`src/rtl/reg8_pkg.sv`:
```
// Shared types for the reg8 holding register: default width and the decoded per-cycle operation.
package reg8_pkg;

  localparam int REG8_DEF_WIDTH = 8;

  typedef enum logic [1:0] {
    R8_HOLD  = 2'd0,
    R8_LOAD  = 2'd1,
    R8_SHIFT = 2'd2
  } reg8_op_e;

  // Load outranks shift; reset is handled separately in the register itself.
  function automatic reg8_op_e reg8_decode(input logic pl, input logic sh);
    reg8_op_e op;
    if (pl) begin
      op = R8_LOAD;
    end else if (sh) begin
      op = R8_SHIFT;
    end else begin
      op = R8_HOLD;
    end
    return op;
  endfunction

endpackage

```
`src/rtl/reg8.sv`:
```
// Parallel-load holding register with a "loaded since reset" flag and synchronous active-low reset.
// Optional serial shift path (SH/si/so ports) is enabled by defining REG8_SHIFT_EN.
module reg8
  import reg8_pkg::*;
#(
  parameter int                WIDTH   = REG8_DEF_WIDTH,
  parameter logic [WIDTH-1:0]  RST_VAL = '0
) (
  input  logic             clk,
  input  logic             rst_n,
  input  logic             PL,
  input  logic [WIDTH-1:0] di,
`ifdef REG8_SHIFT_EN
  input  logic             SH,
  input  logic             si,
  output logic             so,
`endif
  output logic [WIDTH-1:0] dout,
  output logic             vld
);

  logic [WIDTH-1:0] r_dout;
  logic             r_vld;
  logic             w_sh;
  logic             w_si;
  logic [WIDTH-1:0] w_shifted;
  logic [WIDTH-1:0] w_next;
  logic             w_vld_next;
  reg8_op_e         w_op;

`ifdef REG8_SHIFT_EN
  assign w_sh = SH;
  assign w_si = si;
  assign so   = r_dout[WIDTH-1];
`else
  assign w_sh = 1'b0;
  assign w_si = 1'b0;
`endif

  // A one-bit register has no upper bits to keep, so the shift degenerates to capturing si.
  generate
    if (WIDTH == 1) begin : g_shift_w1
      assign w_shifted = w_si;
    end else begin : g_shift_wn
      assign w_shifted = {r_dout[WIDTH-2:0], w_si};
    end
  endgenerate

  // Next-state mux for data and valid flag.
  always_comb begin
    w_op       = reg8_decode(PL, w_sh);
    w_next     = r_dout;
    w_vld_next = r_vld;
    case (w_op)
      R8_LOAD: begin
        w_next     = di;
        w_vld_next = 1'b1;
      end
      R8_SHIFT: begin
        w_next     = w_shifted;
        w_vld_next = r_vld;
      end
      default: begin
        w_next     = r_dout;
        w_vld_next = r_vld;
      end
    endcase
  end

  // State register; reset wins over any load or shift in the same cycle.
  always_ff @(posedge clk) begin
    if (!rst_n) begin
      r_dout <= RST_VAL;
      r_vld  <= 1'b0;
    end else begin
      r_dout <= w_next;
      r_vld  <= w_vld_next;
    end
  end

  assign dout = r_dout;
  assign vld  = r_vld;

endmodule

```
`config.mk`:
```
export PLATFORM = sky130hd
export DESIGN_NAME = reg8
export DESIGN_NICKNAME = d
export VERILOG_FILES = /design/src/rtl/reg8_pkg.sv /design/src/rtl/reg8.sv
export SDC_FILE = /design/constraint.sdc
export NUM_CORES = 1
export LEC_CHECK = 0
export ABC_AREA = 1
export CAP_MARGIN = 10
export CELL_PAD_IN_SITES_DETAIL_PLACEMENT = 1
export CELL_PAD_IN_SITES_GLOBAL_PLACEMENT = 2
export CORE_UTILIZATION = 21
export CTS_BUF_LIST = sky130_fd_sc_hd__clkbuf_4 sky130_fd_sc_hd__clkbuf_8
export CTS_CLUSTER_DIAMETER = 30
export DETAILED_ROUTE_END_ITERATION = 10
export PLACE_DENSITY = 0.88
export REMOVE_ABC_BUFFERS = 1
export SLEW_MARGIN = 5
export SYNTH_ARGS = -nofsm -noshare
export SYNTH_HDL_FRONTEND = slang
export SYNTH_SLANG_ARGS = --single-unit
```
`constraint.sdc`:
```
create_clock -name clk -period 1.53 [get_ports clk]
set_clock_uncertainty 0.05 [all_clocks]
set_input_delay 0.306 -clock clk [delete_from_list [all_inputs] [get_ports clk]]
set_output_delay 0.306 -clock clk [all_outputs]
set_load 0.01 [all_outputs]
```
==> results.md <==
* Tot Pwr at approximately 560 µW
* Maximum clock rate at 0.679 GHz
* Max VDD drop at 0.204 mV
* First-pass GRT wire length at 1360 µm
* DRT Wirelength at ~830 µm
* Switching share of power at 22.9%
* Crit path time final at 1.47 ns
* Commonest non-fill, non-tap cell in the layout: clkdlybuf4s50_1
* Via/cell ratio at 3.81
* WL per Instance at 8.34 µm
* Worst-margin pin slew at 0.314 ns
* Worst EP required at 1.17 ns
* Core ar. at ~0.0017 mm²
* Clock transition at path regs at 0.06 ns
* All-Layer GR Usage at slightly below 10%
* Boundary Pins at 20
* Fillers at 216
* Final setup margin at 0.0574 ns
* WP buf/inv at 1
* Leak at about 0.30 nW
* Max-cap viol count at 0
* Root buf cell: clkbuf_4
* Sequential power share at 46.2%
* Placer congestion estimate at 0.669
* Startpoint types: flip-flop
* Crit-path slowest cell: clkdlybuf4s50_1
* Arr. time, crit path at 1.12 ns
* NetSw at about 130 µW
* Avg Cell Area, Syn at 7.18 µm²
* CTS sink cnt at 9
* Critical Path Max Stage Delay at 0.54 ns
* Most frequent cells in the layout: clkdlybuf4s50_1 (18), nor2_1 (16), nand2_1 (15)
* Share of layout cells above drive strength 1 at under 10%
* Initial antenna violation count at 0
* Crit share post-route at between 90% and 100%
* Status: finished, final reports clean
* PD cells at 931 mW/mm²
* Die ar. at 0.00199 mm²
* Area Growth Syn to Fin at 58.2%
* Num rows at 15
* Hold Vio Cnt, Final at 0
* H-tree depth at 1
* Hold Path Class: flip-flop to flip-flop
* Ys Warns at 0
* Crit-path cells: clkdlybuf4s50_1
* Mapped Cells at 53
* Largest net degree at the start of global routing at 18
* Final setup fails at 0
* Antenna Cells at 0
* Vias at roughly 380
* TritonCTS clock tree: done
* Chip width at 44.6 µm
* Critical path class: flip-flop to output pin
* Clock buffer count from CTS at 3
* Slew headroom at 79.0%
* Unrepaired setup endpoints after global routing: no
* Setup WS pre-CTS at about 0.21 ns
* Layout Nets at 86
* Port Buf Inserts at 19
* Vias in the first global route at 344
* Initial core utilization at 22.3%
* Antenna-violating nets left at 0
* Die Y at 44.6 µm
* Internal Dissipation at 432 µW
* Clock tree buffer depth at 2
* Setup_tns at 0 ns
* Crit. End Element: output pin
* Netlist Area Pre-Place at 380 µm²
* DRC at 0
* Delay-heaviest family, CP: buffers and inverters
* Cell variety after synth at 9
* Post-CTS setup buffer count at 0
* Yosys reg bits at 9
* Global route overflow at 0
* CP max FO at 2
* Sequential share of the synthesized area at between 40% and 50%
* Post-DP HPWL at 627 µm
* Detailed router's first-iteration violation count at 3
* Clock Latency Late Sink at 0.25 ns
* Clock share of power at 35.1%
* Fin. max-slew vios at 0
* Comb pwr share at 18.7%
* DRT Pass-1 Iters at 4
[synth_stat cells, drive strengths merged]
cell / count / area share [%]
dfxtp: 9 / 47
inv: 8 / 7.9
buf: 2 / 6.9
nand2: 16 / 16
nor2: 16 / 16
o21a: 1 / 2.0
clkbuf: 1 / 3.6
[power groups by stage]
stage / Sequential [mW] / Clock, mW / Combinational, mW
CTS: 0.260 / 0.206 / 0.107
floorplan: 0.272 / 0 / 0.0268
finish: 0.259 / 0.197 / 0.105
detailed placement: 0.264 / 0 / 0.107
global route: 0.261 / 0.211 / 0.118
global placement: 0.264 / 0 / 0.105
[metrics by stage]
| step | hold WS [ns] | cells | cell area, µm² | utilization (%) |
|---|---|---|---|---|
| after floorplan | 0.374 | 50 | 340 | - |
| after global placement | 0.390 | 95 | 569 | 33.3 |
| after detailed placement | 0.396 | 95 | 569 | 33.3 |
| after CTS | 0.410 | 99 | 599 | 35.1 |
| after global routing | 0.431 | 99 | 602 | 35.2 |
| final | 0.406 | 99 | 602 | 35.2 |
[kinds of logic (layout without fill, tap and decap cells)]
family / Yosys count / in the layout / synth area share [%]
simple gates: 32 / 32 / 32.2
flops: 9 / 9 / 47.4
compound gates: 1 / 1 / 1.97
buf+inv: 11 / 32 / 18.4
[registers in the layout, summed over array words and instances, names as in the netlist]
| name | flops |
|---|---|
| vld | 1 |
| dout | 8 |
[layer usage]
metal  vias up  share of wire, %  routed length (µm)  global-route usage (%)
li1        190                 -                   -                       -
met1       172                44                 363                    10.8
met2        15                48                 399                    15.3
met3         0               7.6                  63                    2.86
met4         0                 0                   0                    7.27
met5         -                 0                   0                       0
[final timing paths]
path	from	endpoint	slack (ns)	cells after the start
worst min register to register	vld	vld	0.41	1
worst min-delay path	vld	vld	0.41	1
worst max-delay path	dout[0]	dout[0]	0.06	1
worst max register to register	vld	vld	0.92	1
[area by class of cell]
class / count / area, µm² / share of cell area (%)
Timing Repair Buffer: 20 / 200 / 33.3
Sequential cell: 9 / 180 / 29.9
Multi-Input combinational cell: 33 / 130 / 21.6
Tap cell: 25 / 31.3 / 5.20
Clock buffer: 4 / 30.0 / 4.99
Inverter: 8 / 30.0 / 4.99
[timing repair]
item                                    CTS  global route
hold buffers                              0             0
hold endpoints to repair                  0             0
resized for setup                         0             1
endpoints found under the setup margin    0             1
Power figures use the tool's default switching activity.
